[src/rtl/tdc_pattern_checker_pkg.sv]
// Shared field positions, widths, state encodings and BCID wrap helper for the
// TDC test-pattern checker.
package tdc_pattern_checker_pkg;

    localparam int unsigned WORD_W   = 30;
    localparam int unsigned PIX_W    = 8;
    localparam int unsigned BCID_W   = 12;
    localparam int unsigned CNT_W    = 9;
    localparam int unsigned STAT_W   = 16;

    localparam int unsigned PIX_MSB  = 29;
    localparam int unsigned PIX_LSB  = 22;
    localparam int unsigned BCID_MSB = 21;
    localparam int unsigned BCID_LSB = 10;
    localparam int unsigned CNT_MSB  = 9;
    localparam int unsigned CNT_LSB  = 1;
    localparam int unsigned HIT_BIT  = 0;

    localparam logic [CNT_W-1:0] NO_L1A_MARKER = 9'h1AA;

    localparam logic [1:0] ST_IDLE   = 2'd0;
    localparam logic [1:0] ST_SEARCH = 2'd1;
    localparam logic [1:0] ST_LOCKED = 2'd2;

    typedef struct packed {
        logic [PIX_W-1:0]  pix;
        logic [BCID_W-1:0] bcid;
        logic [CNT_W-1:0]  cnt;
        logic              hit;
    } tdc_word_t;

    // Free-running bunch-crossing successor with wrap after max
    function automatic logic [BCID_W-1:0] bcid_next(input logic [BCID_W-1:0] x,
                                                    input logic [BCID_W-1:0] max);
        return (x == max) ? '0 : x + BCID_W'(1);
    endfunction

endpackage

[src/rtl/tdc_checker_bcid_tracker.sv]
// Expected-BCID register: loads next(word) on resync, free-runs otherwise,
// and parks at zero while the checker is idle.
module tdc_checker_bcid_tracker
    import tdc_pattern_checker_pkg::*;
#(
    parameter int unsigned BCID_MAX = 3563
) (
    input  logic              clk,
    input  logic              reset,
    input  logic              run,
    input  logic              load,
    input  logic [BCID_W-1:0] load_bcid,
    output logic [BCID_W-1:0] exp_bcid
);

    always_ff @(posedge clk or posedge reset) begin
        if (reset) begin
            exp_bcid <= '0;
        end else if (load) begin
            exp_bcid <= bcid_next(load_bcid, BCID_W'(BCID_MAX));
        end else if (run) begin
            exp_bcid <= bcid_next(exp_bcid, BCID_W'(BCID_MAX));
        end else begin
            exp_bcid <= '0;
        end
    end

endmodule

[config.mk]
export PLATFORM = sky130hd
export DESIGN_NAME = tdc_checker_bcid_tracker
export DESIGN_NICKNAME = d
export VERILOG_FILES = /design/src/rtl/tdc_pattern_checker_pkg.sv /design/src/rtl/tdc_checker_bcid_tracker.sv
export SDC_FILE = /design/constraint.sdc
export NUM_CORES = 1
export LEC_CHECK = 0
export ABC_AREA = 1
export BUFFER_PORTS_ARGS = -buffer_cell sky130_fd_sc_hd__buf_4
export CAP_MARGIN = 20
export CORE_MARGIN = 8
export CORE_UTILIZATION = 40
export CTS_CLUSTER_SIZE = 16
export DETAILED_ROUTE_END_ITERATION = 10
export MAX_ROUTING_LAYER = met4
export PLACE_DENSITY = 0.7
export SETUP_SLACK_MARGIN = 0.15
export SYNTH_ARGS = -nofsm -noshare
export SYNTH_HDL_FRONTEND = slang
export SYNTH_SLANG_ARGS = --single-unit
[constraint.sdc]
create_clock -name clk -period 1.35 [get_ports clk]
set_input_delay 0.3375 -clock clk [delete_from_list [all_inputs] [get_ports clk]]
set_output_delay 0.3375 -clock clk [all_outputs]
set_load 0.005 [all_outputs]
; ---- Yosys cells after proc, flatten, opt, wreduce, memory -nomap -nowiden
; Cells that the tools add are included.
[word_totals]
reg_bits = 12
output_inout_bits = 12
elab_cells = 9
inputBits = 16
[op_classes]
n_eq_ne = 2
n_addsub = 2
muxes = 4
[op_table]
columns = cell, n
row1 = two-way mux 12 bit, 4
row2 = adder 12 x 1 -> 12 bit (second input constant), 2
row3 = equality test 12 bit (second input constant), 2

; ---- Logic depth before layout (Yosys ltp)
[depth]
word_depth = 4
ltp_mapped = 9
ltp_nobuf = 8

; ---- Worst setup path after synthesis
; No wires, ideal clock.
[synth_path]
path_kind = reg2reg
from = reg exp_bcid[0]
to = reg exp_bcid[11]
t_arrival_ns = 1.070
required_ns = 1.233
n_path_buf = 0
period_less_slack_ns = 1.187
setup_ns = 0.117
path_slack_ns = 0.163
path_stages_with_launch = 9
cell_sequence = dfrtp_1 -> ha_1 -> nand2_1 -> nor2_1 -> nand3_2 -> nand2_4 -> inv_4 -> nand3_1 -> nand2_1
[synth_between]
elab_chain_len = 4
elab_cells_between_ends = 5
cone_classes = add/sub: 1 / eq/ne: 1 / mux: 3
[synth_lines]
columns = element, line
row1 = start: declaration, tdc_checker_bcid_tracker.sv:13  ; output logic [BCID_W-1:0] exp_bcid
row2 = start signal: assignment, tdc_checker_bcid_tracker.sv:20  ; exp_bcid <= bcid_next(load_bcid, BCID_W'(BCID_MAX));
row3 = start signal: assignment, tdc_checker_bcid_tracker.sv:22  ; exp_bcid <= bcid_next(exp_bcid, BCID_W'(BCID_MAX));
row4 = adder 12 x 1 -> 12 bit / equality test 12 bit (equally long branches), tdc_pattern_checker_pkg.sv:35  ; return (x == max) ? '0 : x + BCID_W'(1);
row5 = two-way mux 12 bit (*), tdc_pattern_checker_pkg.sv:35
row6 = two-way mux 12 bit (*), tdc_checker_bcid_tracker.sv:21  ; end else if (run) begin
row7 = two-way mux 12 bit (*), tdc_checker_bcid_tracker.sv:19  ; end else if (load) begin
; Every way passes the cells marked *; elsewhere a longest branch is shown, timed or not.

; ---- Final worst setup path
[layout_path]
from = reg exp_bcid[1]
to = reg exp_bcid[2]
; Same word-level chain as after synthesis.

==> metrics <==
GPL Wtd Cong=0.847; fin nets=238; Synth Area in Simple Gates=45.0%; layout cells sized above 1=40.4%; syn nets=180; Hold WS=0.0780 ns; Final Util=66.5%; ys flop type=dfrtp_1; die area=4470 um^2; IO Pins=28; detailed placement HPWL=2.29 mm; Worst Setup Start Kind=register; Sw Ratio=31.0%; area post-placement=1340 um^2; largest registers=exp_bcid (12); total power=1.13 mW; unrepaired setup endpoints after global routing=yes; leakage power=0.834 nW; top cell type's share of synthesized area=29.1%; vias in the first global route=1189; share of flip-flops with an asynchronous set or reset=100%; Gate power share=38.8%; Post-synth EDFFs=0; core area=2450 um^2; WL final=3.24 mm; Worst-Margin Slew=0.455 ns; fmax=0.757 GHz; pre-CTS setup slack=-0.0152 ns; clock power share=24.2%; Final ANT Viol Nets=0; worst r2r src=exp_bcid[1]; fillers=217; critical path fanouts, max=6; drt first pass iters=4; status=completed; Layout Area Growth over Synthesis=58.0%; first-pass GRT wire length=4.79 mm; Cells after Synth=161; cell taking the most area after synthesis=dfrtp_1; Syn Area/Cell=6.42 um^2; WP data arrival=1.47 ns; design area=1630 um^2; DRC Markers=0; Yosys reg bits=12; post-synthesis mux area share=0%; Die Y=66.8 um; initial core utilization=42.1%; GR Overflow Total=0; part of the power in registers=37.0%; via count=1234; Power per Cell Area=694 nW/um^2; number of buffers added on ports=27; Worst-Skew Late Latency=0.26 ns; TritonCTS clock tree=done; Total GRT Usage=13.7%; R2R Setup Slk=0.03 ns; Die W=66.8 um; internal power=783 uW; Most flops, register=exp_bcid; ranking of synthesized cells by instance count=nand2_1 (51), inv_1 (24), nand3_1 (21), nor2_1 (14), dfrtp_1 (12); diode count=0; Placed Cells=226; # clock sinks=12; Synth warnings=0; Hold Vio Cnt, Final=0; drt first-iter violations=75; top cells by area, synth=dfrtp_1 (29%), nand2_1 (19%), nand3_1 (10%), inv_1 (8.7%), nor2_1 (5.1%); Slew HR=69.6%; number of max-cap violations=0; kind of critical path=register to register; R2R Path End=exp_bcid[2]; DR WL/cell=13.1 um; initial antenna violation count=0; Vias per Instance=4.98; Setup crit end kind=register; main combinational cell family by area after synthesis=simple AND/OR/NAND/NOR gates; clk root buf=clkbuf_4; Std-Cell Rows=18; Critical path origin=exp_bcid[1]; peak supply drop=424 uV; Worst Path Required=1.50 ns; clk_skew=0.00496 ns; Non-Filler Instances=248; Critical Path Sink=exp_bcid[2]; most frequent cell after synthesis=nand2_1; xor/xnor share of the synthesized area=5.08%; H-tree level count=1; Longest Clk Path Bufs=2; Hold Path Class=input port to async pin; Synth cell types=23; part of the Yosys area used for sequential elements=29.1%; final setup fails=0; Worst-path clk slew=0.08 ns; total CTS buffers=3; Setup TNS Final=0 ns; NetSw=351 uW; Adder-Cell Fraction of Synth Area=3.63%; minimum clock period=1.32 ns; fin crit share=97.9%; largest net degree at the start of global routing=13; PnR worst setup slack=0.0282 ns; Final Slew Violations=0; compound-gate portion of the synthesized area=7.02%; Largest register FFs=12; Post-Syn Area=1030 um^2; r2r worst-path depth=7
area by class of cell:
type | count | area, um^2 | share of cell area, %
multi-input combinational | 122 | 704 | 43.1
timing repair buffer | 54 | 450 | 27.6
sequential | 12 | 302 | 18.5
inverter | 26 | 103 | 6.28
tap | 30 | 37.5 | 2.30
clock buffer | 4 | 36.3 | 2.22
critical path, stage by stage, from the launching register on:
cell and delay [ns]:
dfrtp_1 0.37, ha_2 0.21, nand2_2 0.05, nor2_2 0.12, nand3_2 0.13, nand2_4 0.14
buf_4 0.13, o21ai_2 0.05
power groups by stage:
| stage | combinational, mW | sequential, mW | clock [mW] |
|---|---|---|---|
| 2_1_floorplan | 0.140 | 0.434 | 0 |
| 6_report | 0.440 | 0.420 | 0.275 |
| 3_5_place_dp | 0.302 | 0.431 | 0 |
| 5_1_grt | 0.479 | 0.421 | 0.305 |
| 3_3_place_gp | 0.298 | 0.430 | 0 |
| 4_1_cts | 0.394 | 0.416 | 0.284 |
kinds of logic (layout without fill, tap and decap cells):
| logic type | Yosys count | after routing |
|---|---|---|
| DFF | 12 | 12 |
| xor gates and xnor gates | 6 | 6 |
| buffers and inverters | 27 | 84 |
| and+or+nand+nor | 101 | 101 |
| adders and majority gates | 3 | 3 |
| AOI/OAI and AO/OA | 12 | 12 |
repair_timing:
action	4_1_cts	5_1_grt
setup buffers	16	2
pin swaps	3	9
endpoints found under the hold margin	0	0
endpoints found under the setup margin	19	21
hold buffers	0	0
resized for setup	17	17
worst min path at each step:
stage | start | end | slack, ns | depth (start not counted)
3_3_place_gp | reset | exp_bcid[2] | 0.36 | 2
2_1_floorplan | reset | exp_bcid[0] | 0.20 | 1
5_1_grt | reset | exp_bcid[0] | 0.10 | 2
3_5_place_dp | reset | exp_bcid[2] | 0.37 | 2
6_report | reset | exp_bcid[1] | 0.08 | 2
4_1_cts | reset | exp_bcid[2] | 0.08 | 2
metal layers:
layer  routed length, um  global-route usage [%]  vias to the layer above
li1                    -                       -                      624
met4                  45                    6.13                        0
met3                 130                    1.01                        4
met2                1640                    24.5                       45
met5                   0                       -                        -
met1                1430                    15.1                      561
cells in the final DEF, fill, tap and decap left out, types with 2 or more instances in the layout:
cell type and instances:
o21bai_1 2, nand4_1 6, o21ai_2 2, nand2_1 48
nor2_1 10, inv_2 2, dfrtp_1 11, o21ai_1 3
nor2_4 2, nand3_1 16, buf_4 42, o21ai_0 3
clkbuf_4 3, nand2_2 4, buf_6 12, xor2_1 4
nand3_2 6, nor2_2 7, inv_1 23
Note: power is estimated with default switching activity, not from simulation.
